<file path="src/rtl/pipe_ctrl_pkg.sv">
// Shared types and helpers for the RV32 pipeline hazard controller.
package pipe_ctrl_pkg;

    typedef enum logic [1:0] {
        FWD_RF  = 2'd0,
        FWD_MEM = 2'd1,
        FWD_WB  = 2'd2
    } fwd_sel_t;

    typedef enum logic [1:0] {
        RUN   = 2'd0,
        DRAIN = 2'd1,
        TRAP  = 2'd2,
        HALT  = 2'd3
    } trap_state_t;

    // Shadow copy of one pipeline stage's destination
    typedef struct packed {
        logic       valid;
        logic [4:0] rd;
        logic       is_load;
    } shadow_t;

    localparam shadow_t SHADOW_NOP = '{valid: 1'b0, rd: 5'd0, is_load: 1'b0};

    // A source depends on a stage only if it reads a real register that stage writes
    function automatic logic src_hit(input logic [4:0] rs, input shadow_t e);
        return (rs != 5'd0) && e.valid && (e.rd == rs);
    endfunction

    // Youngest producer wins: MEM before WB
    function automatic fwd_sel_t fwd_pick(input logic [4:0] rs, input shadow_t mem,
                                          input shadow_t wb);
        if (src_hit(rs, mem))
            return FWD_MEM;
        else if (src_hit(rs, wb))
            return FWD_WB;
        return FWD_RF;
    endfunction

endpackage

</file>
<file path="src/rtl/mc_sequencer.sv">
// Multi-cycle EX sequencer for the clmul family: counts the extra EX cycles
// and freezes EX / starves MEM while the op is still computing.
module mc_sequencer #(
    parameter int MC_LAT = 4
) (
    input  logic clk,
    input  logic reset_n,
    input  logic i_start,
    output logic o_hold,
    output logic o_bubble_mem
);

    logic [3:0] r_cnt;

    // Load on entry to EX, then count down to the cycle the result leaves
    always_ff @(posedge clk) begin
        if (!reset_n)
            r_cnt <= 4'd0;
        else if (i_start)
            r_cnt <= 4'(MC_LAT - 1);
        else if (r_cnt != 4'd0)
            r_cnt <= r_cnt - 4'd1;
    end

    assign o_hold       = (r_cnt != 4'd0);
    assign o_bubble_mem = o_hold;

endmodule

</file>
<file path="src/rtl/pipe_hazard_ctrl.sv">
// Central stall/flush/forward/trap controller for the 5-stage RV32 pipe.
// Optional build macro FWD_BYPASS_EN: when defined, EX operands are
// forwarded from MEM/WB and only load-use stalls; when undefined, forward
// selects stay at the regfile and any RAW hazard stalls until it retires.
module pipe_hazard_ctrl
    import pipe_ctrl_pkg::*;
#(
    parameter int MC_LAT     = 4,
    parameter int TRAP_DRAIN = 2
) (
    input  logic       clk,
    input  logic       reset_n,
    input  logic       id_valid,
    input  logic [4:0] id_rs1,
    input  logic [4:0] id_rs2,
    input  logic [4:0] id_rd,
    input  logic       id_is_load,
    input  logic       id_mc,
    input  logic       id_ill,
    input  logic       ex_redirect,
    input  logic       trap_ack,
    output logic       stall_if,
    output logic       stall_id,
    output logic       flush_id,
    output logic       bubble_ex,
    output logic       hold_ex,
    output logic       bubble_mem,
    output logic [1:0] fwd_rs1,
    output logic [1:0] fwd_rs2,
    output logic       trap,
    output logic       halted
);

    logic        r_init;
    logic        w_en;
    logic        w_id_valid;
    logic        w_redirect;
    logic        w_ack;
    shadow_t     r_ex;
    shadow_t     r_mem;
    shadow_t     r_wb;
    logic [4:0]  r_ex_rs1;
    logic [4:0]  r_ex_rs2;
    trap_state_t r_state;
    trap_state_t w_state_nxt;
    logic [1:0]  r_tcnt;
    logic [1:0]  w_tcnt_nxt;
    logic        w_hold;
    logic        w_bubble_mem;
    logic        w_match;
    logic        w_haz;
    logic        w_mc_start;
    logic        w_fsm_stall_if;
    logic        w_fsm_stall_id;
    logic        w_fsm_bubble;
    logic        w_fsm_flush;
    logic        w_trap;
    logic        w_halted;
    logic        w_stall_if;
    logic        w_stall_id;
    logic        w_bubble_ex;
    logic        w_flush_id;
    fwd_sel_t    w_fwd1;
    fwd_sel_t    w_fwd2;
    logic        w_unused;

    // Outputs stay quiet for the reset cycle and the one after it
    always_ff @(posedge clk) begin
        if (!reset_n)
            r_init <= 1'b0;
        else
            r_init <= 1'b1;
    end

    assign w_en       = reset_n & r_init;
    assign w_id_valid = id_valid & w_en;
    assign w_redirect = ex_redirect & w_en;
    assign w_ack      = trap_ack & w_en;

`ifdef FWD_BYPASS_EN
    // Only a load still in EX cannot be bypassed in time
    assign w_match = r_ex.is_load & (src_hit(id_rs1, r_ex) | src_hit(id_rs2, r_ex));
    assign w_fwd1  = fwd_pick(r_ex_rs1, r_mem, r_wb);
    assign w_fwd2  = fwd_pick(r_ex_rs2, r_mem, r_wb);
    assign w_unused = ^{r_mem.is_load, r_wb.is_load};
`else
    // No bypass network: wait until the producer has left WB
    assign w_match = src_hit(id_rs1, r_ex) | src_hit(id_rs2, r_ex) |
                     src_hit(id_rs1, r_mem) | src_hit(id_rs2, r_mem) |
                     src_hit(id_rs1, r_wb) | src_hit(id_rs2, r_wb);
    assign w_fwd1  = FWD_RF;
    assign w_fwd2  = FWD_RF;
    assign w_unused = ^{r_mem.is_load, r_wb.is_load, r_ex.is_load, r_ex_rs1, r_ex_rs2};
`endif

    // Redirect squashes the consumer, and a held EX already stalls the front
    assign w_haz = (r_state == RUN) & w_id_valid & ~w_redirect & ~w_hold & w_match;

    // Trap FSM state and drain counter
    always_ff @(posedge clk) begin
        if (!reset_n) begin
            r_state <= RUN;
            r_tcnt  <= 2'd0;
        end else begin
            r_state <= w_state_nxt;
            r_tcnt  <= w_tcnt_nxt;
        end
    end

    // Trap FSM next state and front-end controls
    always_comb begin
        w_state_nxt    = r_state;
        w_tcnt_nxt     = r_tcnt;
        w_fsm_stall_if = 1'b0;
        w_fsm_stall_id = 1'b0;
        w_fsm_bubble   = 1'b0;
        w_fsm_flush    = 1'b0;
        w_trap         = 1'b0;
        w_halted       = 1'b0;
        case (r_state)
            RUN: begin
                // Illegal op becomes a bubble; stalls take precedence and retry it
                if (w_id_valid & id_ill & ~w_redirect & ~w_haz & ~w_hold) begin
                    w_fsm_stall_if = 1'b1;
                    w_fsm_stall_id = 1'b1;
                    w_fsm_bubble   = 1'b1;
                    w_tcnt_nxt     = 2'(TRAP_DRAIN);
                    w_state_nxt    = DRAIN;
                end
            end
            DRAIN: begin
                if (w_redirect) begin
                    // An older branch makes the illegal op dead
                    w_tcnt_nxt  = 2'd0;
                    w_state_nxt = RUN;
                end else begin
                    w_fsm_stall_if = 1'b1;
                    w_fsm_stall_id = 1'b1;
                    w_fsm_bubble   = 1'b1;
                    w_tcnt_nxt     = r_tcnt - 2'd1;
                    if (r_tcnt <= 2'd1)
                        w_state_nxt = TRAP;
                end
            end
            TRAP: begin
                // Squash the illegal op sitting in ID instead of letting it into EX
                w_trap         = 1'b1;
                w_fsm_flush    = 1'b1;
                w_fsm_stall_if = 1'b1;
                w_fsm_bubble   = 1'b1;
                w_tcnt_nxt     = 2'd0;
                w_state_nxt    = HALT;
            end
            HALT: begin
                w_halted       = 1'b1;
                w_fsm_stall_if = 1'b1;
                w_fsm_flush    = 1'b1;
                if (w_ack)
                    w_state_nxt = RUN;
            end
            default: w_state_nxt = RUN;
        endcase
    end

    assign w_stall_if  = w_hold | w_haz | w_fsm_stall_if;
    assign w_stall_id  = w_hold | w_haz | w_fsm_stall_id;
    assign w_bubble_ex = w_redirect | w_haz | w_fsm_bubble;
    assign w_flush_id  = w_redirect | w_fsm_flush;
    assign w_mc_start  = w_id_valid & id_mc & ~w_stall_id & ~w_bubble_ex;

    mc_sequencer #(
        .MC_LAT (MC_LAT)
    ) u_mc_seq (
        .clk          (clk),
        .reset_n      (reset_n),
        .i_start      (w_mc_start),
        .o_hold       (w_hold),
        .o_bubble_mem (w_bubble_mem)
    );

    // Shadow EX/MEM/WB destinations; a held EX keeps its entry and starves MEM
    always_ff @(posedge clk) begin
        if (!reset_n) begin
            r_ex     <= SHADOW_NOP;
            r_mem    <= SHADOW_NOP;
            r_wb     <= SHADOW_NOP;
            r_ex_rs1 <= 5'd0;
            r_ex_rs2 <= 5'd0;
        end else begin
            r_wb <= r_mem;
            if (w_hold) begin
                r_mem <= SHADOW_NOP;
            end else begin
                r_mem <= r_ex;
                if (w_bubble_ex) begin
                    r_ex     <= SHADOW_NOP;
                    r_ex_rs1 <= 5'd0;
                    r_ex_rs2 <= 5'd0;
                end else begin
                    r_ex     <= '{valid: w_id_valid, rd: id_rd, is_load: id_is_load};
                    r_ex_rs1 <= w_id_valid ? id_rs1 : 5'd0;
                    r_ex_rs2 <= w_id_valid ? id_rs2 : 5'd0;
                end
            end
        end
    end

    assign stall_if   = w_en & w_stall_if;
    assign stall_id   = w_en & w_stall_id;
    assign flush_id   = w_en & w_flush_id;
    assign bubble_ex  = w_en & w_bubble_ex;
    assign hold_ex    = w_en & w_hold;
    assign bubble_mem = w_en & w_bubble_mem;
    assign fwd_rs1    = w_en ? w_fwd1 : FWD_RF;
    assign fwd_rs2    = w_en ? w_fwd2 : FWD_RF;
    assign trap       = w_en & w_trap;
    assign halted     = w_en & w_halted;

endmodule
</file>
<file path="config.mk">
export PLATFORM = sky130hd
export DESIGN_NAME = pipe_hazard_ctrl
export DESIGN_NICKNAME = d
export VERILOG_FILES = /design/src/rtl/pipe_ctrl_pkg.sv /design/src/rtl/mc_sequencer.sv /design/src/rtl/pipe_hazard_ctrl.sv
export SDC_FILE = /design/constraint.sdc
export NUM_CORES = 1
export LEC_CHECK = 0
export BUFFER_PORTS_ARGS = -buffer_cell sky130_fd_sc_hd__buf_2
export CAP_MARGIN = 20
export CELL_PAD_IN_SITES_DETAIL_PLACEMENT = 1
export CELL_PAD_IN_SITES_GLOBAL_PLACEMENT = 1
export CORE_MARGIN = 2
export CORE_UTILIZATION = 44
export CTS_CLUSTER_SIZE = 24
export DETAILED_ROUTE_END_ITERATION = 10
export PLACE_DENSITY = 0.83
export SLEW_MARGIN = 10
export SYNTH_ARGS = -nofsm -noshare
export SYNTH_HDL_FRONTEND = slang
export SYNTH_SLANG_ARGS = --single-unit
</file>
<file path="constraint.sdc">
create_clock -name clk -period 5.1 [get_ports clk]
set_input_delay 1.02 -clock clk [delete_from_list [all_inputs] [get_ports clk]]
set_output_delay 1.02 -clock clk [all_outputs]
set_load 0.01 [all_outputs]
</file>
Yosys cells after proc, flatten, opt, wreduce, memory -nomap -nowiden --
Index checks and enable logic that the tools add are counted.
Cells by class: add/sub/neg operators 2, order comparisons 1, equality and inequality tests 12, mux-type cells 20, bitwise gates (word level) 39, reduce and logical (&&, ||, !) cells 23
Operator list (count):
- $eq A5 B5 Y1 | 6
- $and A1 B1 Y1 | 22
- $mux W2 | 8
- $logic_and A1 B1 Y1 | 12
- $or A1 B1 Y1 | 11
- $reduce_bool A5 Y1 | 2
- $pmux W2 S4 | 1
- $mux W7 | 1
- $mux W1 | 6
- $not A1 Y1 | 6
- $pmux W1 S3 | 2
- $pmux W2 S3 | 1
- $reduce_or A2 Y1 | 3
- $eq A2 B2 Y1 const B | 2
- $reduce_bool A4 Y1 | 1
- $sub A4 B1 Y4 const B | 1
- $ne A3 B3 Y1 const B | 1
- $reduce_and A3 Y1 | 1
- $reduce_bool A3 Y1 | 1
- $eq A2 B1 Y1 const B | 1
- $le A2 B1 Y1 const B | 1
- $logic_not A2 Y1 | 1
- $ne A2 B1 Y1 const B | 1
- $ne A2 B2 Y1 const B | 1
- other kinds (4) | 4
Storage, ports and cells: register bits 27, input bits 23, word-level logic and storage cells 108

Depth between registers and ports, before layout --
Gate-level depths: netlist (run 1).
depth in word-level cells 19, depth in mapped cells 9, mapped depth without buffers 8

Modules after synthesis --
From an unflattened synthesis (run 1), not the netlist that was laid out.
Unflattened totals: cells, all modules 204, area, all modules 1750.4 µm²
Modules (own cells, without submodules):
- pipe_hazard_ctrl | times used 1, cells an instance 183, area each 1537.7 µm², sequential area each 460.4 µm²
- mc_sequencer | times used 1, cells an instance 21, area each 212.7 µm², sequential area each 80.1 µm²

Worst setup path before layout (run 1) --
Ideal clock, no wire load.
path kind input -> output, start input port id_rs1[1], end output port stall_id, data arrival time 2.663 ns, data required time 4.080 ns, slack 1.417 ns, stages 6, buffers on the path 0, cell sequence or4_1 nor2_2 nor3_1 or4_4 o31ai_1 a31oi_1
On the way: cells in the longest elaborated chain, start to end 16
Ends and longest elaborated chain:
- from (decl) | RTL line pipe_hazard_ctrl.sv:14 | input logic [4:0] id_rs1,
- $reduce_bool A5 Y1 | RTL line pipe_ctrl_pkg.sv:28 | return (rs != 5'd0) && e.valid && (e.rd == rs);
- $logic_and A1 B1 Y1 (2 in series) | RTL line pipe_ctrl_pkg.sv:28
- $or A1 B1 Y1 (2 in series) | RTL line pipe_hazard_ctrl.sv:88 | assign w_match = src_hit(id_rs1, r_ex) | src_hit(id_rs2, r_ex) |
- $or A1 B1 Y1 | RTL line pipe_hazard_ctrl.sv:89 | src_hit(id_rs1, r_mem) | src_hit(id_rs2, r_mem) |
- $or A1 B1 Y1 * | RTL line pipe_hazard_ctrl.sv:89
- $or A1 B1 Y1 * | RTL line pipe_hazard_ctrl.sv:90 | src_hit(id_rs1, r_wb) | src_hit(id_rs2, r_wb);
- $and A1 B1 Y1 * | RTL line pipe_hazard_ctrl.sv:97 | assign w_haz = (r_state == RUN) & w_id_valid & ~w_redirect & ~w_hold & w_match;
- $not A1 Y1 | RTL line pipe_hazard_ctrl.sv:123 | if (w_id_valid & id_ill & ~w_redirect & ~w_haz & ~w_hold) begin
- $and A1 B1 Y1 (2 in series) | RTL line pipe_hazard_ctrl.sv:123
- $mux W1 | RTL line pipe_hazard_ctrl.sv:123
- $pmux W1 S2 | RTL line pipe_hazard_ctrl.sv:120 | case (r_state)
- $or A1 B1 Y1 * | RTL line pipe_hazard_ctrl.sv:166 | assign w_stall_id = w_hold | w_haz | w_fsm_stall_id;
- $and A1 B1 Y1 * | RTL line pipe_hazard_ctrl.sv:209 | assign stall_id = w_en & w_stall_id;
- to (decl) | RTL line pipe_hazard_ctrl.sv:23 | output logic stall_id,
Mark *: on every way between the ends. The rest lies on a longest branch, timed or not.

Worst setup path after layout (run 1) --
Same ends and word-level chain as after synthesis.

==> summary.txt, run 1 <==
Run status
  – Status: complete, no violations

Pwr
  – Leak Pwr: 0.8141 nW
  – Peak supply drop: roughly 200 uV
  – Total power: around 0.00076 W
  – Power Density: 383.0 nW/um^2

Global routing
  – Global-route wire length before repair: approximately 7600 um
  – Largest net degree at the start of global routing: 35
  – Initial antenna violation count: 0
  – Grt total ovfl: 0
  – GR Util All Layers: between 20% and 30%
  – Vias in the first global route: 1568

Clocking
  – Worst skew pair latency: slightly below 0.3 ns
  – Post-CTS setup buffers: 0
  – Clk sinks: 27
  – Bufs on Longest Clock Path: 2
  – Post_cts resized: 0
  – Clock Tree Root: clkbuf_8
  – Clock input transition at the sequential cells of the worst setup and hold paths: ~0.10 ns
  – CTS Buf Count: 3
  – CTS tree: built
  – H-tree levels: 1
  – Hold buffer count at CTS: 0

STA
  – Worst Skew: approximately 0.0053 ns
  – Setup TNS: 0 ns
  – Final Hold Vio Count: 0
  – Relative slew margins: a little over half
  – Final min period: between 4 and 5 ns
  – RSZ-0062 raised after global routing: no
  – Slew Viols, Final: 0
  – Worst Hold Slack: 0.5240 ns
  – FMAX: between 0.2 and 0.25 GHz
  – Worst slew pin tran: between 0.7 and 0.8 ns
  – Fin crit share: between 80% and 90%
  – Setup-failing EPs final: 0

Setup path
  – Worst path cell trace: buf_2, or4_1, nor2_2, nor3_1, or4_4, o31ai_1, a31oi_1, buf_2
  – Critical path launch point type: primary input
  – Crit end category: output port
  – WS Path Type: primary input to output port
  – Worst Path Required: 4.08 ns
  – Worst path arrival time: slightly above 3 ns
  – Worst-path fanout max: 4
  – Slowest stage delay, CP: ~0.59 ns
  – CP Buf/Inv Count: 2
  – Worst path top cell family by delay: simple AND/OR/NAND/NOR gates
  – Slowest CP cell: or4_4
  – R2r setup slk: roughly 2.7 ns
  – Worst path most repeated cell: buf_2

Synth
  – Top cell type's share of synthesized area: 30.51%
  – Largest family of logic cells by synthesized area: simple AND/OR/NAND/NOR gates
  – FF+latch count, synth: 27
  – Dominant synthesized flop cell: dfxtp_1
  – Synthesized area: around 1800 sq um
  – Ys Warns: 0
  – Syn avg cell area: between 8 and 9 sq um
  – XOR/XNOR share of the synthesized area: around 16%
  – Post-synthesis mux area share: under 10%
  – Post-synth EDFFs: 0
  – Mapped Cells: around 200
  – Seq/Total Area, Yosys: between 30% and 40%
  – Synth area leaders: dfxtp_1, xnor2_1, ha_1
  – Synth cell types: 46
  – Synth Area in Compound Gates: approximately 14%
  – Adder-cell share of the synthesized area: 5.650%
  – Async SR Flop Fraction: 0%
  – Area leader, netlist: dfxtp_1
  – Simple-gate portion of the synthesized area: 27.40%

Routing
  – Routed Antenna Nets: 0
  – Average wire per standard cell: approximately 16 um
  – Routed WL: approximately 4600 um
  – DRC: 0
  – DR pass1 iterations: 4
  – Via density: between 5 and 6
  – DR vias: roughly 1600
  – DRT iter0 DRCs: 58

Cells and area
  – Most frequent cells in the layout: buf_2, dfxtp_1, xnor2_1
  – Inserted Diodes: 0
  – Area growth syn-to-layout: 12.22%
  – Post-layout nets: 262
  – Fill count: just under 500
  – Commonest non-fill, non-tap cell in the layout: buf_2
  – Share of layout cells above drive strength 1: 18.26%

Floorplan
  – Die Width: 67.46 um
  – Die ar.: 4550 sq um
  – Starting Density: around 45%
  – Io pins: 35
  – Core area: about 4000 sq um
  – Row cnt: 23
  – Chip Height: around 67 um

Placement
  – Detail Placement HPWL: around 3600 um
  – GP Congestion: just under 0.8
  – IO buf count: 29

Job
  – Max Cap Viol: 0

Worst hold path
  – Hold Crit Class: flop to flop
==> sequential cells by signal, summed over array words and instances, names as in the netlist, named ones only <==
register	count
r_mem	6
r_ex	6
u_mc_seq.r_cnt	4
r_tcnt	2
r_wb	6
r_state	1
r_init	1
==> final timing paths <==
kind                                  from  endpoint  cells after the start
worst max register to register  r_state[0]   r_ex[4]                      8
worst max-delay path             id_rs1[1]  stall_id                      8
worst min register to register        flop      flop                      2
worst min-delay path                  flop      flop                      2
==> worst reg2reg max path: cells and delay by family, from the launching register on <==
| family | cells | cell delay [ns] |
|---|---|---|
| compound gates | 4 | 0.73 |
| simple gates | 2 | 0.66 |
| flops | 1 | 0.36 |
| fa+ha+maj | 1 | 0.36 |
| buf+inv | 1 | 0.15 |
==> through the flow <==
stage | setup WS [ns] | util [%] | instances | instance area, sq um
CTS | 1.008 | 50.43 | 280 | 1988
global route | 0.8819 | 50.43 | 280 | 1988
global placement | 1.019 | 49.16 | 276 | 1938
finish | 1.010 | 50.43 | 280 | 1988
detailed placement | 1.012 | 49.16 | 276 | 1938
floorplan | 1.417 | - | 207 | 1783
==> power by group <==
group	switching [W]	leakage [nW]	internal (W)
Combinational	0.000164	0.567	0.000152
Clock	0.0000784	0.0261	0.0000576
Sequential	0.0000526	0.221	0.000257
Total	0.000295	0.814	0.000466
==> Yosys cell counts, drive strengths merged (2+ instances only) <==
library cell / count
clkbuf: 6
buf: 5
inv: 9
nor4: 4
nor2: 9
dfxtp: 27
a21o: 2
and3: 8
nor3b: 2
a31oi: 6
ha: 8
nand4: 8
xor2: 7
and2: 9
xnor2: 25
nor2b: 3
o31a: 2
a32o: 2
nor3: 9
or4: 4
mux2i: 2
o21ai: 4
a21oi: 4
nand2: 11
nand3: 7
o211ai: 3
a22o: 5
==> layer usage <==
layer | up-vias | routed length [um] | GRT usage [%]
met5 | - | 0 | 0
met4 | 0 | 49 | 6.888
met3 | 4 | 102 | 2.167
met2 | 21 | 2205 | 36.63
met1 | 767 | 2226 | 31.19
li1 | 777 | - | -
==> logic make-up after synthesis <==
kind of cell             after synthesis
buffers and inverters                 20
AND/OR/NAND/NOR                       80
AO/OA/AOI/OAI                         34
flip-flops                            27
multiplexers                           2
XOR/XNOR                              32
adder cells (fa/ha/maj)                8
other                                  1
==> area by class of cell <==
| cell class | count | area [sq um] | share of cell area (%) |
|---|---|---|---|
| timing repair buffer | 30 | 152.6 | 7.678 |
| multi-input combinational | 160 | 1149 | 57.77 |
| inverter | 9 | 33.78 | 1.699 |
| tap | 50 | 62.56 | 3.147 |
| clock inverter | 1 | 8.758 | 0.4405 |
| sequential | 27 | 540.5 | 27.19 |
| clock buffer | 3 | 41.29 | 2.077 |
No activity file was read; power rests on OpenSTA's default activity.
==> run 2: changes to the inputs <==
--- a/config.mk
+++ b/config.mk
@@ -5,15 +5,16 @@
 export SDC_FILE = /design/constraint.sdc
 export NUM_CORES = 1
 export LEC_CHECK = 0
+export ABC_AREA = 1
 export BUFFER_PORTS_ARGS = -buffer_cell sky130_fd_sc_hd__buf_2
 export CAP_MARGIN = 20
 export CELL_PAD_IN_SITES_DETAIL_PLACEMENT = 1
 export CELL_PAD_IN_SITES_GLOBAL_PLACEMENT = 1
 export CORE_MARGIN = 2
-export CORE_UTILIZATION = 44
+export CORE_UTILIZATION = 34
 export CTS_CLUSTER_SIZE = 24
 export DETAILED_ROUTE_END_ITERATION = 10
-export PLACE_DENSITY = 0.83
+export PLACE_DENSITY = 0.75
 export SLEW_MARGIN = 10
 export SYNTH_ARGS = -nofsm -noshare
 export SYNTH_HDL_FRONTEND = slang
==> constraint.sdc (replaced) <==
create_clock -name clk -period 3.6 [get_ports clk]
set_input_delay 0.72 -clock clk [delete_from_list [all_inputs] [get_ports clk]]
set_output_delay 0.72 -clock clk [all_outputs]
set_load 0.01 [all_outputs]
==> summary.txt, run 2 <==
Cells and area
  – Area growth syn-to-layout: 13.98%
  – Leading registers by flop count: r_ex: 6 flops, r_mem: 6 flops, r_wb: 6 flops
  – Post-layout nets: around 370
  – Inserted Diodes: 0
  – Most frequent cells in the layout: nand2_1, inv_1, nor2_1
  – Share of layout cells above drive strength 1: between 10% and 20%
  – Final core area utilization: between 40% and 50%
  – Commonest non-fill, non-tap cell in the layout: nand2_1

Job
  – Max Cap Viol: 0

Synth
  – Synth area leaders: dfxtp_1, nand2_1, inv_1
  – Seq/Total Area, Yosys: between 20% and 30%
  – Area leader, netlist: dfxtp_1
  – Synth cell types: 22
  – Post-synth EDFFs: 0
  – Top cell type's share of synthesized area: between 20 and 30%
  – Async SR Flop Fraction: 0%
  – Most common cell in the netlist: nand2_1
  – Synthesized area: about 1800 sq um
  – Syn avg cell area: between 5 and 6 sq um
  – Ys Warns: 0
  – Dominant synthesized flop cell: dfxtp_1
  – Top cells by count, synth: nand2_1, inv_1, nor2_1
  – Mapped Cells: about 300
  – FF+latch count, synth: 27

Setup path
  – Slowest CP cell: buf_2
  – R2r setup slk: around 1.6 ns
  – WS Path Type: primary input to output port
  – Worst path arrival time: approximately 2.1 ns
  – Worst-path fanout max: 8
  – Worst path most repeated cell: nand2_2
  – CP Buf/Inv Count: 3
  – FF-to-FF Start: u_mc_seq.r_cnt[0]
  – Critical path launch point type: primary input
  – Worst path cell trace: buf_2, inv_1, nand2_1, nand2_1, nor2_1, nand3_1, nand3_1, nand2_2, nand2_2, nand2_2, nand3_2, nand3_2, nand2_4, a21oi_1, buf_2
  – Worst Path Required: around 2.9 ns
  – Worst path top cell family by delay: simple AND/OR/NAND/NOR gates
  – Crit path launch: id_rs1[1]
  – Slowest stage delay, CP: roughly 0.15 ns
  – Crit end category: output port

Global routing
  – Initial antenna violation count: 0
  – Largest net degree at the start of global routing: 15
  – Vias in the first global route: 1870
  – Global-route wire length before repair: roughly 8400 um
  – Grt total ovfl: 0
  – GR Util All Layers: around 17%

Floorplan
  – Die ar.: 6026 sq um
  – Io pins: 35
  – Chip Height: 77.63 um
  – Starting Density: 35.63%
  – Die Width: 77.63 um
  – Row cnt: 26
  – Core area: around 5200 sq um

Pwr
  – Peak supply drop: about 180 uV
  – Power Density: between 400 and 500 nW/um^2
  – Leak Pwr: roughly 1.1 nW

Worst hold path
  – Hold Crit Class: flop to flop
  – Beginning of the worst hold path: r_mem[5]

Clocking
  – Post_cts resized: 0
  – Hold buffer count at CTS: 0
  – CTS Buf Count: 3
  – Clock Tree Root: clkbuf_8
  – Clk sinks: 27
  – Clock input transition at the sequential cells of the worst setup and hold paths: 0.09 ns
  – CTS tree: built
  – H-tree levels: 1
  – Post-CTS setup buffers: 0
  – Worst skew pair latency: 0.27 ns
  – Bufs on Longest Clock Path: 2

Routing
  – DR vias: 1920
  – DRT met1 WL: about 2300 um
  – DR pass1 iterations: 4
  – Wire length on met2: around 2400 um
  – DRT iter0 DRCs: 34
  – Routed WL: around 4900 um
  – Top Metal Used: met4
  – Via density: ~4.7
  – DR WL met3: ~170 um
  – Routed Antenna Nets: 0
  – Average wire per standard cell: between 10 and 15 um
  – DRC: 0

STA
  – Setup TNS: 0 ns
  – Final min period: approximately 2.8 ns
  – Slew Viols, Final: 0
  – Fin crit share: 78.75%
  – Worst Skew: between 0.008 and 0.009 ns
  – Final Hold Vio Count: 0
  – Setup-failing EPs final: 0
  – RSZ-0062 raised after global routing: no
  – FMAX: ~0.35 GHz

Placement
  – GP Congestion: approximately 0.85
  – Detail Placement HPWL: 4077 um
  – IO buf count: 29

Run status
  – Status: complete, no violations
run 2: changes by cell type in the layout (fill, tap and decap cells not counted), moves of 7 or more:
cell | previous run | this run
a21oi_1 | 4 | 18
nand2_1 | 11 | 105
o21ai_0 | 3 | 12
nor2_1 | 8 | 40
xnor2_1 | 25 | 0
and2_1 | 9 | 0
inv_1 | 9 | 40
inv_2 | 0 | 7
and3_1 | 8 | 0
run 2: metal layers:
metal	vias up	track usage (%)
met1	884	21.15
met2	31	30.69
met4	0	3.214
li1	1003	-
met5	-	0
met3	2	2.209
run 2: worst min-delay path: cells and delay by family (launching register included):
family | cells | cell delay, ns
buf+inv | 1 | 0.03
simple gates | 1 | 0.06
flops | 1 | 0.33
run 2: final cells by class:
cell class	count	area, sq um
fill	743	3072
multi-input combinational	230	1087
sequential	27	540.5
inverter	48	180.2
timing repair buffer	31	160.2
tap	70	87.58
clock buffer	4	45.04
run 2: cell families after synthesis:
family / Yosys count / synth area share, %
buffers and inverters: 55 / 12.29
AOI/OAI and AO/OA: 31 / 8.622
xor gates and xnor gates: 1 / 0.4753
and+or+nand+nor: 186 / 43.65
other: 1 / 0.2035
DFF: 27 / 29.33
adders and majority gates: 8 / 5.431
run 2: power breakdown:
part	switching, W	internal [W]
clock	0.0000918	0.0000791
sequential	0.0000394	0.000353
combinational	0.000274	0.000155
run 2: final timing paths:
| kind | cells after the start | endpoint |
|---|---|---|
| max reg2reg | 12 | u_mc_seq.r_cnt[3] |
| max | 15 | bubble_ex |
| min reg2reg | 2 | r_wb[5] |
| min | 2 | r_wb[5] |
run 2: through the flow:
stage	std cells	power (W)	hold slack (ns)	setup WS, ns	instance area [sq um]
6_report	410	0.0009921	0.4531	0.7650	2101
5_1_grt	410	0.001097	0.4691	0.5167	2101
4_1_cts	410	0.001007	0.4519	0.7299	2101
3_5_place_dp	406	0.0008332	0.4383	0.7368	2056
3_3_place_gp	406	0.0008191	0.4345	0.7339	2056
2_1_floorplan	312	0.0007122	0.4202	1.154	1854
